File: src/rtl/instr_fetch.sv
`default_nettype none
// ============================================================================
// Module      : instr_fetch
// Description : Instruction fetch initiator with a PC-tagged prefetch FIFO and
//               flush-on-redirect. Optional IFETCH_PERF_EN adds a pop counter.
// Revision    : 1.0
// ============================================================================
module instr_fetch #(
  parameter logic [31:0] BOOT_ADDR  = 32'h0000_0004,
  parameter int unsigned FIFO_DEPTH = 4
) (
  input  logic        clk_i,
  input  logic        rst_i,
  input  logic        fetch_en_i,
  input  logic        redirect_i,
  input  logic [31:0] redirect_pc_i,
  output logic        req_o,
  output logic        we_o,
  output logic [31:0] addr_o,
  output logic [31:0] wdata_o,
  input  logic [31:0] rdata_i,
  output logic        instr_valid_o,
  output logic [31:0] instr_o,
  output logic [31:0] instr_pc_o,
  input  logic        instr_ready_i,
  output logic        err_o
`ifdef IFETCH_PERF_EN
  ,
  output logic [31:0] fetch_cnt_o
`endif
);

  localparam int unsigned PTR_W = $clog2(FIFO_DEPTH);
  localparam int unsigned CNT_W = PTR_W + 1;

  typedef enum logic [1:0] {
    S_IDLE  = 2'd0,
    S_FETCH = 2'd1,
    S_ERR   = 2'd2
  } state_e;

  state_e            state_q, state_d;
  logic [31:0]       pc_q, pc_d;
  logic [PTR_W-1:0]  wr_ptr_q, wr_ptr_d;
  logic [PTR_W-1:0]  rd_ptr_q, rd_ptr_d;
  logic [CNT_W-1:0]  count_q, count_d;
  logic [31:0]       pc_mem_q   [FIFO_DEPTH];
  logic [31:0]       pc_mem_d   [FIFO_DEPTH];
  logic [31:0]       data_mem_q [FIFO_DEPTH];
  logic [31:0]       data_mem_d [FIFO_DEPTH];

  logic full;
  logic empty;
  logic misaligned;
  logic push;
  logic pop;

  assign full       = (count_q == CNT_W'(FIFO_DEPTH));
  assign empty      = (count_q == '0);
  assign misaligned = (redirect_pc_i[1:0] != 2'b00);

  // A pending redirect masks both handshakes so nothing stale crosses the flush.
  assign req_o         = (state_q == S_FETCH) & ~full & ~redirect_i;
  assign instr_valid_o = ~empty & ~redirect_i;
  assign push          = req_o;
  assign pop           = instr_valid_o & instr_ready_i;

  assign we_o       = 1'b0;
  assign wdata_o    = 32'h0;
  assign addr_o     = {2'b00, pc_q[31:2]};
  assign instr_o    = data_mem_q[rd_ptr_q];
  assign instr_pc_o = pc_mem_q[rd_ptr_q];
  assign err_o      = (state_q == S_ERR);

  always_comb begin
    state_d = state_q;
    if (redirect_i && misaligned) begin
      state_d = S_ERR;
    end else if (redirect_i && state_q == S_ERR) begin
      state_d = fetch_en_i ? S_FETCH : S_IDLE;
    end else begin
      case (state_q)
        S_IDLE:  if (fetch_en_i)  state_d = S_FETCH;
        S_FETCH: if (!fetch_en_i) state_d = S_IDLE;
        default: state_d = state_q;
      endcase
    end
  end

  always_comb begin
    pc_d       = pc_q;
    wr_ptr_d   = wr_ptr_q;
    rd_ptr_d   = rd_ptr_q;
    count_d    = count_q;
    pc_mem_d   = pc_mem_q;
    data_mem_d = data_mem_q;
    if (redirect_i) begin
      wr_ptr_d = '0;
      rd_ptr_d = '0;
      count_d  = '0;
      if (!misaligned) pc_d = redirect_pc_i;
    end else begin
      if (push) begin
        pc_mem_d[wr_ptr_q]   = pc_q;
        data_mem_d[wr_ptr_q] = rdata_i;
        wr_ptr_d             = wr_ptr_q + PTR_W'(1);
        pc_d                 = pc_q + 32'd4;
      end
      if (pop) rd_ptr_d = rd_ptr_q + PTR_W'(1);
      count_d = count_q + CNT_W'(push) - CNT_W'(pop);
    end
  end

  always_ff @(posedge clk_i or posedge rst_i) begin
    if (rst_i) begin
      state_q    <= S_IDLE;
      pc_q       <= BOOT_ADDR;
      wr_ptr_q   <= '0;
      rd_ptr_q   <= '0;
      count_q    <= '0;
      pc_mem_q   <= '{default: '0};
      data_mem_q <= '{default: '0};
    end else begin
      state_q    <= state_d;
      pc_q       <= pc_d;
      wr_ptr_q   <= wr_ptr_d;
      rd_ptr_q   <= rd_ptr_d;
      count_q    <= count_d;
      pc_mem_q   <= pc_mem_d;
      data_mem_q <= data_mem_d;
    end
  end

`ifdef IFETCH_PERF_EN
  // Counts delivered instructions; survives redirects, cleared only by reset.
  logic [31:0] fetch_cnt_q, fetch_cnt_d;

  always_comb begin
    fetch_cnt_d = fetch_cnt_q;
    if (pop) fetch_cnt_d = fetch_cnt_q + 32'd1;
  end

  always_ff @(posedge clk_i or posedge rst_i) begin
    if (rst_i) fetch_cnt_q <= '0;
    else       fetch_cnt_q <= fetch_cnt_d;
  end

  assign fetch_cnt_o = fetch_cnt_q;
`endif

endmodule
`default_nettype wire

File: config.mk
export PLATFORM = sky130hd
export DESIGN_NAME = instr_fetch
export DESIGN_NICKNAME = d
export VERILOG_FILES = /design/src/rtl/instr_fetch.sv
export SDC_FILE = /design/constraint.sdc
export NUM_CORES = 1
export LEC_CHECK = 0
export BUFFER_PORTS_ARGS = -buffer_cell sky130_fd_sc_hd__buf_2
export CORE_MARGIN = 2
export CORE_UTILIZATION = 35
export DETAILED_ROUTE_END_ITERATION = 8
export HOLD_SLACK_MARGIN = 0.06
export SYNTH_ARGS = -nofsm -noshare
export SYNTH_HDL_FRONTEND = slang
export SYNTH_SLANG_ARGS = --single-unit
File: constraint.sdc
create_clock -name clk_i -period 8.7 [get_ports clk_i]
set_input_delay 0 -clock clk_i [delete_from_list [all_inputs] [get_ports clk_i]]
set_output_delay 0 -clock clk_i [all_outputs]
set_load 0.02 [all_outputs]
==> results of run 1 <==
-- Yosys cell counts, types with 3 or more instances --
cell | number | share of area, %
mux2i_1 | 3 | 0.21
mux2_4 | 144 | 15
buf_6 | 21 | 1.6
nand3_1 | 14 | 0.48
a211oi_1 | 10 | 0.51
buf_2 | 18 | 0.62
nor3_1 | 17 | 0.58
nand2_4 | 4 | 0.31
and3_1 | 5 | 0.21
buf_1 | 4 | 0.10
clkbuf_1 | 24 | 0.62
a311oi_1 | 8 | 0.48
nor4_1 | 3 | 0.13
dfrtp_1 | 296 | 51
buf_4 | 65 | 3.3
a21oi_1 | 14 | 0.48
ha_1 | 7 | 0.60
and4_1 | 3 | 0.18
mux2_2 | 105 | 8.1
nor3b_1 | 4 | 0.21
o21ai_0 | 23 | 0.79
nand2_1 | 28 | 0.72
o22ai_1 | 3 | 0.13
inv_1 | 12 | 0.31
a31oi_1 | 3 | 0.13
xor2_1 | 3 | 0.18
nand4_1 | 12 | 0.51
and2_1 | 4 | 0.17
nor2_1 | 36 | 0.92
mux4_2 | 64 | 9.8
nor2b_1 | 3 | 0.13
-- layer usage --
metal	up-vias	share of wire, %
li1	3899	-
met1	4595	47
met2	275	46
met3	43	5.8
met4	0	1.7
met5	-	0
-- power by group through the flow --
stage	clock (mW)	sequential [mW]	combinational (mW)
CTS	1.49	1.91	1.51
floorplan	0	1.80	1.16
global route	1.55	1.95	1.59
finish	1.45	1.91	1.49
detailed placement	0	1.92	1.48
global placement	0	1.91	1.46
-- sequential cells by signal, indices dropped and copies added (netlist names) --
register and cells:
wr_ptr_q 2, pc_mem_q 128, count_q 3, data_mem_q 128
rd_ptr_q 2, state_q 2, pc_q 32
-- repair_timing --
action                                 4_1_cts  5_1_grt
endpoints found under the hold margin      278        0
buffers inserted                             0        0
hold buffers                                75        0
-- path summary, 6_finish.rpt --
kind	from	end	slack [ns]	depth (start not counted)
setup reg to reg	count_q[1]	pc_mem_q[95]	5.63	6
setup / recovery	count_q[1]	pc_mem_q[95]	5.63	6
max in group asynchronous	rst_i	rd_ptr_q[0]	6.97	4
hold / removal	redirect_pc_i[1]	pc_q[30]	0.10	5
hold reg to reg	pc_mem_q[43]	pc_mem_q[43]	0.49	2
min in group asynchronous	rst_i	data_mem_q[90]	0.16	3
-- kinds of logic (layout without fill, tap and decap cells) --
family	count (synthesis)	count (layout)
AOI/OAI and AO/OA	77	77
xor gates and xnor gates	5	5
adders and majority gates	8	8
buffers and inverters	145	322
DFF	297	297
muxes	316	316
other	1	35
and+or+nand+nor	143	143
-- final cells by class --
class | count | area [um2] | area share [%]
clock buffer | 54 | 1050 | 6.06
inverter | 13 | 68.8 | 0.397
clock inverter | 6 | 80.1 | 0.462
timing repair buffer | 249 | 1660 | 9.56
multi-input combinational | 584 | 6360 | 36.7
tap | 532 | 666 | 3.84
sequential | 297 | 7440 | 43.0
-- metrics by stage --
step           worst slack (ns)  cell area [um2]  power [mW]  hold WS (ns)  utilization, %
2_1_floorplan             0.497            14800        2.95         0.107               -
3_3_place_gp               5.71            15400        3.38         0.191            37.6
3_5_place_dp               5.61            15400        3.40         0.202            37.6
4_1_cts                    5.61            17300        4.91        0.0654            42.1
5_1_grt                    5.47            17300        5.08         0.117            42.1
6_report                   5.63            17300        4.84         0.105            42.1
-- critical path: stages (launching register included) --
cell	delay (ns)
dfrtp_1	0.44
nor3b_2	0.43
or3_1	0.44
inv_12	0.09
nand2_4	0.19
buf_4	0.89
mux2_2	0.42
==> flow_metrics.tcl, run 1 <==
set metrics [dict create \
    grt_max_degree 187 \
    num_rows 74 \
    syn_area_mm2 0.0146 \
    die_width_um 209 \
    synth_fa_ha_area_share_pct 0.735 \
    ys_seq_elements 297 \
    p_switching_mw 1.56 \
    synth_xor_area_share_pct 0.299 \
    finalCritPeriodShare_pct 35.3 \
    yosys.area_share.simple_pct 5.17 \
    relSlewSlack_pct 24.9 \
    power_frac_clock_pct 29.9 \
    p_comb_share_pct 30.8 \
    dr_total_vias 8812 \
    port-buffer-count 165 \
    drtIter0Drc 571 \
    cts_tree "done" \
    fillers 3779 \
    synth_ff_type "dfrtp_1" \
    place.gp.congestion 0.808 \
    ys_seq_area_share_pct 50.8 \
    finalNonFillerCells 1735 \
    synth_top_family_by_area "multiplexers" \
    die_h_um 209 \
    hold_viol 0 \
    grtUsageMet1_pct 23.4 \
    drt_wl_total_mm 35.6 \
    setup_viol 0 \
    most-common-layout-cells "dfrtp_1 (294), buf_2 (165), mux2_4 (144)" \
    skew_ns 0.0155 \
    initial_core_util_pct 35.6 \
    coreArea_mm2 0.0411 \
    grt_pass1_wl_mm 56.0 \
    crit_type "reg2reg" \
    rsz0062_at_grt "no" \
    cts-root-buf "clkbuf_16" \
    start_kind "flip-flop" \
    fin_nets 1256 \
    antenna_cells 0 \
    drive_above_1_share_pct 45.8 \
    layout-area-overhead-vs-synth_pct 18.3 \
    cts_buffer_depth 3 \
    p_per_area_mw_per_mm2 280 \
    worstPathArrival_ns 3.47 \
    synth.area.mux_share_pct 32.9 \
    ant_nets 0 \
    hold_class "in2reg" \
    ioPinCount 201 \
    cts-resized-gates 0 \
    final_common_cell "dfrtp_1" \
    synth_edf_count 0 \
    critPathCaptureType "flip-flop" \
    dr.pass1.iters 5 \
    dp.cells 1600 \
    run_status "complete, no violations" \
    cp.required_ns 9.10 \
    ys_types 59 \
    fmax_mhz 325 \
    async_reset_ff_share_pct 100 \
    cts_sinks 297 \
    cts.clk_slew.worst_paths_ns 0.06 \
    clk_latency_ns 0.51 \
    grt-busiest-layer "met2" \
    p_seq_share_pct 39.3 \
    avgSynthCellArea_um2 14.8 \
    gr-usage-met3_pct 3.32 \
    tightest_slew_ns 1.13 \
    cellLeakagePower_nw 8.44 \
    grt_overflow 0 \
    post-route-min-period_ns 3.07 \
    cts_max_level 2 \
    cts_buffers 34 \
    postSynthCellCount 992 \
    timing.setup.tns_ns 0 \
    via_per_inst 5.08 \
    use_met2_pct 25.6 \
    synth_compound_area_share_pct 3.43 \
    ys_warn_count 0 \
    track_usage_pct 16.4 \
    dp_hpwl_mm 22.2 \
    path_max_fanout 57 \
    switching_share_pct 32.3 \
    drcViolationCount 0 \
    finalMaxSlewViolations 0 \
    ir_worst_vdd_v 0.000120 \
    post_drt_wl_per_cell_um 20.5 \
    first_global_vias 9474 \
    cap_viol_max_count 0 \
    intPower_mw 3.28 \
    fp.dieArea_mm2 0.0435 \
    antenna_found_initial 1 \
]
Note: power is estimated with default switching activity, not from simulation.
==> run 2: changes to the inputs <==
==> constraint.sdc (replaced) <==
create_clock -name clk_i -period 2.6 [get_ports clk_i]
set_input_delay 0 -clock clk_i [delete_from_list [all_inputs] [get_ports clk_i]]
set_output_delay 0 -clock clk_i [all_outputs]
set_load 0.02 [all_outputs]
==> run 2 against run 1 <==
Routed wire length grew 0.88%. Worst setup slack lost 5.5 ns. Critical path depth is 4 higher. Register-to-register slack got worse by 5.4 ns. Hold slack gained 0.15 ns. Largest cell class unchanged. Highest routed layer unchanged. Clock power rose to 3.3 times the previous value. Sequential cell count unchanged.
==> flow_metrics.tcl, run 2 (synthesis gave the netlist of run 1 again) <==
set metrics [dict create \
    track_usage_pct 16.9 \
    timing.setup.tns_ns 0 \
    p_per_area_mw_per_mm2 906 \
    crit_type "in2reg" \
    layout-area-overhead-vs-synth_pct 21.3 \
    worst_path_most_repeated_cell "dlygate4sd3_1" \
    fin_util_pct 43.2 \
    port-buffer-count 165 \
    drcViolationCount 0 \
    grt_max_degree 72 \
    initial_core_util_pct 35.6 \
    hold_class "in2reg" \
    cp.required_ns 3.08 \
    dp_hpwl_mm 22.9 \
    largestRegisters "data_mem_q (128), pc_mem_q (128), pc_q (32)" \
    cellLeakagePower_nw 8.68 \
    drtIter0Drc 579 \
    grt_overflow 0 \
    tightest_slew_ns 0.686 \
    die_width_um 209 \
    grt_pass1_wl_mm 57.3 \
    cts.clk_slew.worst_paths_ns 0.06 \
    cts-root-buf "clkbuf_16" \
    num_rows 74 \
    fp.dieArea_mm2 0.0435 \
    worst_path_max_delay_cell "dlygate4sd3_1" \
    crit_buf_inv 7 \
    place.gp.congestion 0.825 \
    cts_sinks 297 \
    start_kind "input port" \
    clk_latency_ns 0.54 \
    cp_cell_sequence "dlygate4sd3_1 > buf_2 > buf_4 > inv_1 > buf_4 > nor3_1 > a31oi_1 > dlygate4sd3_1 > nand2_1 > dlygate4sd3_1" \
    final_common_cell "dfrtp_1" \
    setup_viol 0 \
    crit_family "buffers and inverters" \
    critPathMaxStageDelay_ns 0.59 \
    post-route-min-period_ns 2.48 \
    skew_ns 0.0202 \
    drt_wl_total_mm 35.9 \
    path_max_fanout 21 \
    fin_nets 1298 \
    rsz0062_at_grt "no" \
    cap_viol_max_count 0 \
    drive_above_1_share_pct 47.9 \
    most-common-layout-cells "dfrtp_1 (292), buf_2 (165), mux2_4 (144)" \
    critPathCaptureType "flip-flop" \
    via_per_inst 5.04 \
    dr_total_vias 8978 \
    hold_viol 0 \
    ir_worst_vdd_v 0.000547 \
    antenna_found_initial 2 \
    dr.pass1.iters 5 \
    fmax_mhz 404 \
    coreArea_mm2 0.0411 \
    ioPinCount 201 \
    cts_max_level 2 \
    worstPathArrival_ns 2.96 \
    cts_buffer_depth 3 \
    cts_buffers 36 \
    relSlewSlack_pct 53.9 \
    ant_nets 0 \
    first_global_vias 9528 \
    cts_tree "done" \
    finalMaxSlewViolations 0 \
    die_h_um 209 \
    post_drt_wl_per_cell_um 20.2 \
    finalCritPeriodShare_pct 95.3 \
    run_status "complete, no violations" \
]
==> run 2: worst reg2reg max path, cell delays in order (launching register included) <==
cell and delay (ns):
dfrtp_1 0.52, nand3_1 0.27, nor3_1 0.25, buf_4 0.18
and3_1 0.20, nor3b_1 0.20, o32a_1 0.16, dlygate4sd3_1 0.55
==> run 2: path summary, 6_finish.rpt <==
| path | startpoint | endpoint | slack (ns) | cells after the start |
|---|---|---|---|---|
| worst max-delay path | redirect_i | pc_q[27] | 0.12 | 10 |
| worst min-delay path | redirect_pc_i[21] | pc_q[21] | 0.26 | 4 |
| worst max register to register | pc_q[16] | pc_q[20] | 0.21 | 7 |
| worst min register to register | pc_mem_q[43] | pc_mem_q[43] | 0.48 | 2 |
| max in group asynchronous | rst_i | data_mem_q[39] | 0.92 | 5 |
| min in group asynchronous | rst_i | data_mem_q[85] | 0.66 | 4 |
==> run 2: cell type report <==
type | instances | area [um2]
timing repair buffer | 289 | 2100
fill | 3759 | 23300
tap | 532 | 666
antenna | 2 | 5.00
inverter | 13 | 65.1
multi-input combinational | 584 | 6380
clock inverter | 10 | 62.6
sequential | 297 | 7440
clock buffer | 54 | 1050
==> run 2: power breakdown <==
part           total [mW]  switching, mW  internal, mW
sequential           6.31          0.748          5.56
combinational        5.03           2.47          2.56
clock                4.77           1.98          2.79
==> run 2: metrics by stage <==
step	setup slack, ns	area [um2]	hold WS [ns]	instances	power, mW
floorplan	-1.34	14800	0.107	1026	9.89
global route	0.00441	17800	0.264	1781	17.0
detailed placement	0.360	15800	0.0909	1633	11.3
finish	0.123	17800	0.256	1781	16.1
CTS	0.0241	17700	0.205	1775	16.3
global placement	0.344	15800	0.0874	1633	11.3
==> run 2: routing by layer <==
layer | share of wire, % | global-route usage, % | wire [um] | up-vias
met5 | 0 | 0 | 0 | -
met4 | 1.6 | 4.14 | 571 | 0
met3 | 6.1 | 4.50 | 2190 | 43
met2 | 45 | 25.4 | 16300 | 266
met1 | 47 | 24.2 | 16900 | 4668
li1 | - | - | - | 4001
==> run 2: timing repair <==
action | CTS | global route
resized for setup | 0 | 5
hold buffers | 78 | 0
endpoints found under the hold margin | 408 | 0
endpoints found under the setup margin | 0 | 4
buffers inserted | 0 | 4
